$ cat config.mk
export PLATFORM = sky130hd
export DESIGN_NAME = vga_stream_timing_gen_flat
export DESIGN_NICKNAME = d
export VERILOG_FILES = /design/src/rtl/vga_stream_timing_gen_if.sv /design/src/rtl/vga_stream_timing_gen.sv /design/src/flat_wrapper.sv
export SDC_FILE = /design/constraint.sdc
export NUM_CORES = 1
export LEC_CHECK = 0
export ABC_AREA = 1
export ABC_CLOCK_PERIOD_IN_PS = 2350
export CAP_MARGIN = 20
export CORE_MARGIN = 2
export CORE_UTILIZATION = 40
export CTS_CLUSTER_SIZE = 40
export DETAILED_ROUTE_END_ITERATION = 6
export DONT_BUFFER_PORTS = 1
export PLACE_DENSITY = 0.65
export SYNTH_ARGS = -nofsm -noshare
export SYNTH_HDL_FRONTEND = slang
export SYNTH_SLANG_ARGS = --single-unit
$ cat constraint.sdc
create_clock -name clock -period 2.35 [get_ports clock]
set_input_delay 0.47 -clock clock [delete_from_list [all_inputs] [get_ports clock]]
set_output_delay 0.47 -clock clock [all_outputs]
set_load 0.1 [all_outputs]
$ cat src/rtl/vga_stream_timing_gen_if.sv
// Pixel-domain bundle between the camera FIFO read side, the timing
// generator and the video encoder.
interface vga_stream_timing_gen_if #(
    parameter int DATA_W = 16
);
    logic              fifo_empty;
    logic [DATA_W-1:0] fifo_data_in;
    logic              fifo_read_en;
    logic              hsync;
    logic              vsync;
    logic              dataEnable;
    logic [23:0]       RGBchannel;
    logic [11:0]       pixel_x;
    logic [11:0]       pixel_y;
    logic              frame_start;
    logic [15:0]       underflow_count;
    logic              sync_lost;

    // Timing generator side: consumes FIFO head, drives video.
    modport master (
        input  fifo_empty, fifo_data_in,
        output fifo_read_en, hsync, vsync, dataEnable, RGBchannel,
               pixel_x, pixel_y, frame_start, underflow_count, sync_lost
    );

    // Environment side: FIFO plus encoder.
    modport slave (
        output fifo_empty, fifo_data_in,
        input  fifo_read_en, hsync, vsync, dataEnable, RGBchannel,
               pixel_x, pixel_y, frame_start, underflow_count, sync_lost
    );
endinterface

$ cat src/rtl/vga_stream_timing_gen.sv
// Display-timing generator and pixel streamer. Pops RGB565/RGB888 words
// from a first-word-fall-through FIFO during the visible region, flags and
// counts underflows, and re-aligns to the next frame boundary after a bad
// frame so the FIFO content and the raster never stay out of step.
//
// state       | meaning
// ------------+-------------------------------------------------------------
// ST_STARTUP  | blank output while the camera settles, counting frames
// ST_ALIGN    | blank output, waiting for a frame boundary with FIFO data
// ST_STREAM   | visible pixels taken from the FIFO, underflows painted/counted
//
// The ALIGN frame counts as one of the blank start-up frames, so with
// STARTUP_FRAMES=N streaming begins on frame N+1 (N>=1).
module vga_stream_timing_gen #(
    parameter int          H_ACTIVE        = 640,
    parameter int          H_FP            = 16,
    parameter int          H_SYNC          = 96,
    parameter int          H_BP            = 48,
    parameter int          V_ACTIVE        = 480,
    parameter int          V_FP            = 10,
    parameter int          V_SYNC          = 2,
    parameter int          V_BP            = 33,
    parameter bit          SYNC_POL        = 1'b0,
    parameter int          PIX_FMT         = 0,
    parameter int          DATA_W          = 16,
    parameter int          STARTUP_FRAMES  = 1,
    parameter logic [23:0] UNDERFLOW_COLOR = 24'hFF0000
) (
    input logic                     clock,
    input logic                     reset,
    vga_stream_timing_gen_if.master bus
);
    localparam int H_TOTAL = H_ACTIVE + H_FP + H_SYNC + H_BP;
    localparam int V_TOTAL = V_ACTIVE + V_FP + V_SYNC + V_BP;

    localparam logic [11:0] H_VIS    = 12'(H_ACTIVE);
    localparam logic [11:0] V_VIS    = 12'(V_ACTIVE);
    localparam logic [11:0] H_LAST   = 12'(H_TOTAL - 1);
    localparam logic [11:0] V_LAST   = 12'(V_TOTAL - 1);
    localparam logic [11:0] HS_BEGIN = 12'(H_ACTIVE + H_FP);
    localparam logic [11:0] HS_END   = 12'(H_ACTIVE + H_FP + H_SYNC);
    localparam logic [11:0] VS_BEGIN = 12'(V_ACTIVE + V_FP);
    localparam logic [11:0] VS_END   = 12'(V_ACTIVE + V_FP + V_SYNC);

    // Frame index on which STARTUP hands over to ALIGN (see table note).
    localparam logic [7:0] SU_LAST = (STARTUP_FRAMES > 1) ? 8'(STARTUP_FRAMES - 2) : 8'd0;

    localparam logic [1:0] ST_STARTUP = 2'd0;
    localparam logic [1:0] ST_ALIGN   = 2'd1;
    localparam logic [1:0] ST_STREAM  = 2'd2;

    logic [11:0]       h_cnt;
    logic [11:0]       v_cnt;
    logic [1:0]        state;
    logic [7:0]        frame_cnt;
    logic              frame_bad;
    logic [15:0]       uf_cnt;
    logic              lost;
    logic              hsync_q;
    logic              vsync_q;
    logic              de_q;
    logic [23:0]       rgb_q;
    logic              fs_q;
    logic [DATA_W-1:0] head;
    logic [23:0]       pix_rgb;

    logic h_last;
    logic frame_end;
    logic visible;
    logic hs_active;
    logic vs_active;
    logic streaming;
    logic pop;
    logic underflow;

    assign head      = bus.fifo_data_in;
    assign h_last    = (h_cnt == H_LAST);
    assign frame_end = h_last && (v_cnt == V_LAST);
    assign visible   = (h_cnt < H_VIS) && (v_cnt < V_VIS);
    assign hs_active = (h_cnt >= HS_BEGIN) && (h_cnt < HS_END);
    assign vs_active = (v_cnt >= VS_BEGIN) && (v_cnt < VS_END);
    assign streaming = (state == ST_STREAM);
    assign pop       = streaming && visible && !bus.fifo_empty;
    assign underflow = streaming && visible && bus.fifo_empty;

    // Expand the FIFO head to {R8,G8,B8}; RGB565 fields are left-aligned, zero-filled.
    generate
        if (PIX_FMT == 0) begin : g_rgb565
            assign pix_rgb = {head[15:11], 3'b000, head[10:5], 2'b00, head[4:0], 3'b000};
        end else begin : g_rgb888
            assign pix_rgb = head[23:0];
        end
    endgenerate

    // Raster position: h wraps every line, v advances on each h wrap.
    always_ff @(posedge clock or posedge reset) begin
        if (reset) begin
            h_cnt <= '0;
            v_cnt <= '0;
        end else if (h_last) begin
            h_cnt <= '0;
            v_cnt <= (v_cnt == V_LAST) ? 12'd0 : v_cnt + 12'd1;
        end else begin
            h_cnt <= h_cnt + 12'd1;
        end
    end

    // Sequencing FSM; every state change happens on the last pixel of a frame
    // except the immediate STARTUP exit when no extra start-up frames are wanted.
    always_ff @(posedge clock or posedge reset) begin
        if (reset) begin
            state     <= ST_STARTUP;
            frame_cnt <= '0;
            frame_bad <= 1'b0;
        end else begin
            case (state)
                ST_STARTUP: begin
                    if (STARTUP_FRAMES <= 1) begin
                        state <= ST_ALIGN;
                    end else if (frame_end) begin
                        frame_cnt <= frame_cnt + 8'd1;
                        if (frame_cnt == SU_LAST) begin
                            state <= ST_ALIGN;
                        end
                    end
                end
                ST_ALIGN: begin
                    if (frame_end && !bus.fifo_empty) begin
                        state <= ST_STREAM;
                    end
                end
                ST_STREAM: begin
                    if (underflow) begin
                        frame_bad <= 1'b1;
                    end
                    if (frame_end && frame_bad) begin
                        state     <= ST_ALIGN;
                        frame_bad <= 1'b0;
                    end
                end
                default: state <= ST_STARTUP;
            endcase
        end
    end

    // Underflow statistics: saturating pixel count and a sticky loss flag.
    always_ff @(posedge clock or posedge reset) begin
        if (reset) begin
            uf_cnt <= '0;
            lost   <= 1'b0;
        end else if (underflow) begin
            lost <= 1'b1;
            if (uf_cnt != 16'hFFFF) begin
                uf_cnt <= uf_cnt + 16'd1;
            end
        end
    end

    // Video outputs, all registered from the same raster position (one clock behind it).
    always_ff @(posedge clock or posedge reset) begin
        if (reset) begin
            hsync_q <= ~SYNC_POL;
            vsync_q <= ~SYNC_POL;
            de_q    <= 1'b0;
            rgb_q   <= '0;
            fs_q    <= 1'b0;
        end else begin
            hsync_q <= hs_active ? SYNC_POL : ~SYNC_POL;
            vsync_q <= vs_active ? SYNC_POL : ~SYNC_POL;
            de_q    <= visible;
            fs_q    <= (h_cnt == 12'd0) && (v_cnt == 12'd0);
            if (pop) begin
                rgb_q <= pix_rgb;
            end else if (underflow) begin
                rgb_q <= UNDERFLOW_COLOR;
            end else begin
                rgb_q <= '0;
            end
        end
    end

    assign bus.fifo_read_en    = pop;
    assign bus.hsync           = hsync_q;
    assign bus.vsync           = vsync_q;
    assign bus.dataEnable      = de_q;
    assign bus.RGBchannel      = rgb_q;
    assign bus.pixel_x         = h_cnt;
    assign bus.pixel_y         = v_cnt;
    assign bus.frame_start     = fs_q;
    assign bus.underflow_count = uf_cnt;
    assign bus.sync_lost       = lost;
endmodule

$ cat src/flat_wrapper.sv
// flat-port wrapper written by rule: the top's interface ports become plain ports
module vga_stream_timing_gen_flat 
#(
    parameter int          H_ACTIVE        = 640,
    parameter int          H_FP            = 16,
    parameter int          H_SYNC          = 96,
    parameter int          H_BP            = 48,
    parameter int          V_ACTIVE        = 480,
    parameter int          V_FP            = 10,
    parameter int          V_SYNC          = 2,
    parameter int          V_BP            = 33,
    parameter bit          SYNC_POL        = 1'b0,
    parameter int          PIX_FMT         = 0,
    parameter int          DATA_W          = 16,
    parameter int          STARTUP_FRAMES  = 1,
    parameter logic [23:0] UNDERFLOW_COLOR = 24'hFF0000
)
  (clock, reset, bus_fifo_empty, bus_fifo_data_in, bus_fifo_read_en, bus_hsync, bus_vsync, bus_dataEnable, bus_RGBchannel, bus_pixel_x, bus_pixel_y, bus_frame_start, bus_underflow_count, bus_sync_lost);
  vga_stream_timing_gen_if #(.DATA_W(DATA_W)) bus_i ();
  input logic clock;
  input logic reset;
  input wire logic [$bits(bus_i.fifo_empty)-1:0] bus_fifo_empty;
  input wire logic [$bits(bus_i.fifo_data_in)-1:0] bus_fifo_data_in;
  output wire logic [$bits(bus_i.fifo_read_en)-1:0] bus_fifo_read_en;
  output wire logic [$bits(bus_i.hsync)-1:0] bus_hsync;
  output wire logic [$bits(bus_i.vsync)-1:0] bus_vsync;
  output wire logic [$bits(bus_i.dataEnable)-1:0] bus_dataEnable;
  output wire logic [$bits(bus_i.RGBchannel)-1:0] bus_RGBchannel;
  output wire logic [$bits(bus_i.pixel_x)-1:0] bus_pixel_x;
  output wire logic [$bits(bus_i.pixel_y)-1:0] bus_pixel_y;
  output wire logic [$bits(bus_i.frame_start)-1:0] bus_frame_start;
  output wire logic [$bits(bus_i.underflow_count)-1:0] bus_underflow_count;
  output wire logic [$bits(bus_i.sync_lost)-1:0] bus_sync_lost;
  assign bus_i.fifo_empty = bus_fifo_empty;
  assign bus_i.fifo_data_in = bus_fifo_data_in;
  assign bus_fifo_read_en = bus_i.fifo_read_en;
  assign bus_hsync = bus_i.hsync;
  assign bus_vsync = bus_i.vsync;
  assign bus_dataEnable = bus_i.dataEnable;
  assign bus_RGBchannel = bus_i.RGBchannel;
  assign bus_pixel_x = bus_i.pixel_x;
  assign bus_pixel_y = bus_i.pixel_y;
  assign bus_frame_start = bus_i.frame_start;
  assign bus_underflow_count = bus_i.underflow_count;
  assign bus_sync_lost = bus_i.sync_lost;
  vga_stream_timing_gen #(.H_ACTIVE(H_ACTIVE), .H_FP(H_FP), .H_SYNC(H_SYNC), .H_BP(H_BP), .V_ACTIVE(V_ACTIVE), .V_FP(V_FP), .V_SYNC(V_SYNC), .V_BP(V_BP), .SYNC_POL(SYNC_POL), .PIX_FMT(PIX_FMT), .DATA_W(DATA_W), .STARTUP_FRAMES(STARTUP_FRAMES), .UNDERFLOW_COLOR(UNDERFLOW_COLOR)) u_core (.clock(clock), .reset(reset), .bus(bus_i));
endmodule
==> reports/metrics.csv <==
stage,metric,value,unit
status,status,"complete, no violations",
pwr,power_frac_clock,0.451,
clocking,htreeDepth,3,
worst_setup_path,crit_type,flop to output port,
pwr,vdd_drop_max,0.372,mV
sta,setup_slack,124,ps
global_route,antenna_found_initial,0,
min_path,hold_path_class,input port to asynchronous set/reset pin,
global_route,grt_pass1_wl,14.1,mm
floorplan,io_pins,89,
place,gp_congestion,0.927,
floorplan,dieWidth,98.8,um
global_route,grt_max_degree,43,
pwr,switchingPower,0.000530,W
floorplan,dieHeight,98.8,um
route,drc,0,
worst_setup_path,endpoint_kind,output port,
cells_and_area,fill_cells,866,
global_route,grt_pass1_vias,3103,
cells_and_area,final_cell_mix,"106 x nand2_1, 62 x buf_4, 60 x nor2_1",
worst_setup_path,cp_max_fo,8,
sta,period_share,0.947,
global_route,grt_use_total,0.177,
cells_and_area,nets,545,
logic_synthesis,yosysWarnings,0,
logic_synthesis,syn-cell-area,3590,um2
route,avgRoutedWirePerCell,13.0,um
sta,relSlewSlack,0.403,
logic_synthesis,synth_edf_count,0,
cells_and_area,instances_no_fill,633,
pwr,leakagePower,2.28,nW
route,ant_nets,0,
floorplan,die-area,9750,um2
floorplan,initial_core_util,0.412,
route,firstDrtPassIters,4,
logic_synthesis,synthArstFlopShare,1.00,
clocking,numClockSinks,65,
cells_and_area,layout-drive-gt1-share,0.253,
worst_setup_path,r2r_start,u_core.bus.pixel_x[10],
sta,finalHoldViolCount,0,
cells_and_area,multi_input_area,1610,um2
clocking,cts_made_buffers,9,
pwr,power,0.00218,W
sta,fmax,0.449,GHz
place,io_buffers,0,
pwr,p_sw_frac,0.244,
cells_and_area,insertedDiodeCount,0,
logic_synthesis,synth_compound_area_frac,0.0366,
logic_synthesis,syn_inst,454,
cells_and_area,syn2layout_area_growth,22.0,%
logic_synthesis,yosys_most_used_dff,dfrtp_1,
worst_setup_path,worstSetupStartpointType,flop,
worst_setup_path,worstPathRequired,1880,ps
clocking,clkTransAtPathRegs,80,ps
cells_and_area,layout.area.seq,1640,um2
worst_setup_path,crit_arrival,1760,ps
logic_synthesis,synthSimpleGateAreaFrac,0.340,
clocking,clk_root_buffer_cell,clkbuf_8,
sta,slew_violations,0,
logic_synthesis,synthAdderAreaFrac,0.0209,
cells_and_area,layout_commonest_cell,nand2_1,
pwr,p_per_area,497,nW/um2
route,vias,3083,
logic_synthesis,yosysSeqAreaShare,0.454,
clocking,insertion_delay,340,ps
logic_synthesis,synth_xor_xnor_area_share,0.0439,
sta,finClkSkew,6.88,ps
logic_synthesis,synthMuxAreaShare,0,
pwr,p_seq_frac,0.517,
logic_synthesis,synth_top_family_by_area,simple AND/OR/NAND/NOR gates,
sta,finalCriticalPeriod,2230,ps
logic_synthesis,ys_types,37,
global_route,grt_overflow,0,
clocking,clockBufferDepth,2,
place,dp_slack,300,ps
place,dp_hpwl,6.17,mm
logic_synthesis,avgSynthCellArea,7.91,um2
floorplan,num_rows,34,
place,placedCellCount,613,
pwr,comb_power_share,0.032,
worst_setup_path,r2r_cells,9,
pwr,p_int,0.00165,W
clocking,cts_tree,built,
worst_setup_path,reg2reg_to,u_core.bus.pixel_y[5],
logic_synthesis,synth_area_leader_cell,dfrtp_1,
route,drt_iter0_markers,146,
logic_synthesis,synth_area_leaders,"dfrtp_1 44%, nand2_1 11%, nor2_1 6.3%, inv_1 5.7%, nand3_1 5.7%",
route,routed_wl,8.23,mm
clocking,hold_buffers,0,
sta,setup_violations,0,
logic_synthesis,synth_top_area_frac,0.439,
sta,hold_ws,43.9,ps
flow_run,maxCapViolCount,0,
route,routed_via_density,4.87,
cells_and_area,postLayoutCoreUtil,0.503,
floorplan,core_region_area,8720,um2
worst_setup_path,regToRegSetupSlack,530,ps
sta,worst-slew-pin-transition,896,ps
logic_synthesis,yosys_register_bits,65,
-- registers in the layout, indices dropped and copies added (netlist names) --
| name | cells |
|---|---|
| u_core.bus.frame_start | 1 |
| u_core.bus.sync_lost | 1 |
| u_core.bus.pixel_y | 12 |
| u_core.bus.pixel_x | 12 |
| u_core.bus.hsync | 1 |
| u_core.bus.vsync | 1 |
| u_core.frame_bad | 1 |
| u_core.bus.dataEnable | 1 |
| u_core.state | 2 |
| u_core.bus.underflow_count | 16 |
| u_core.bus.RGBchannel | 17 |
-- worst max-delay path, cell delays in order (launching register included) --
cell and delay, ps:
dfrtp_2 410, inv_2 100, nand2_2 80, nor2_2 150
nand2_1 120, nor2_4 150, nand3_4 140, inv_2 100
buf_12 170
-- cells by family after synthesis --
| family | after synthesis |
|---|---|
| flip-flops | 65 |
| XOR/XNOR | 18 |
| AO/OA/AOI/OAI | 24 |
| adder cells (fa/ha/maj) | 6 |
| AND/OR/NAND/NOR | 255 |
| buffers and inverters | 85 |
| other | 1 |
-- synth_stat cells, drive strengths merged (2+ instances only) --
library cell / count
a21oi: 3
buf: 13
dfrtp: 63
dfstp: 2
ha: 6
inv: 70
nand2: 110
nand3: 48
nand4: 15
nor2: 73
nor3: 6
o21ai: 17
xnor2: 4
xor2: 14
-- per-layer routing --
metal / up-vias / track usage / share of wire
li1: 1545 / - / -
met1: 1454 / 0.219 / 0.42
met2: 74 / 0.305 / 0.51
met3: 10 / 0.0418 / 0.056
met4: 0 / 0.0580 / 0.012
met5: - / 0 / 0
-- power groups by stage --
stage | combinational (W) | sequential, W | clock, W
2_1_floorplan | 0.0000676 | 0.00115 | 0
3_3_place_gp | 0.0000710 | 0.00115 | 0
3_5_place_dp | 0.0000717 | 0.00115 | 0
4_1_cts | 0.0000719 | 0.00113 | 0.00101
5_1_grt | 0.0000773 | 0.00113 | 0.00106
6_report | 0.0000695 | 0.00113 | 0.000981
-- worst max path at each step --
stage,startpoint,end,cells past startpoint,slack (ps)
floorplan,u_core.bus.pixel_y[6],bus_fifo_read_en,6,0.1
global placement,u_core.bus.pixel_y[10],bus_fifo_read_en,8,350
detailed placement,u_core.bus.pixel_y[10],bus_fifo_read_en,8,300
CTS,u_core.bus.pixel_y[10],bus_fifo_read_en,8,7
global route,u_core.bus.pixel_y[10],bus_fifo_read_en,8,-3
finish,u_core.bus.pixel_y[10],bus_fifo_read_en,8,120
-- area by class of cell --
cell class / count / share of cell area
multi-input combinational: 308 / 0.367
clock buffer: 10 / 0.0314
clock inverter: 6 / 0.0154
sequential: 65 / 0.374
tap: 108 / 0.0308
inverter: 71 / 0.0608
timing repair buffer: 65 / 0.120
-- metrics by stage --
step	cell area [um2]	setup TNS [ps]
global route	4380	-2.78
CTS	4350	0
global placement	4140	0
finish	4380	0
detailed placement	4140	0
floorplan	3620	0
-- what timing repair did --
action	4_1_cts	5_1_grt
setup endpoints to repair	1	1
gates resized for setup	1	0
setup buffers	0	4
gates cloned	0	0
pin swaps	0	2
No activity file was read; power rests on OpenSTA's default activity.
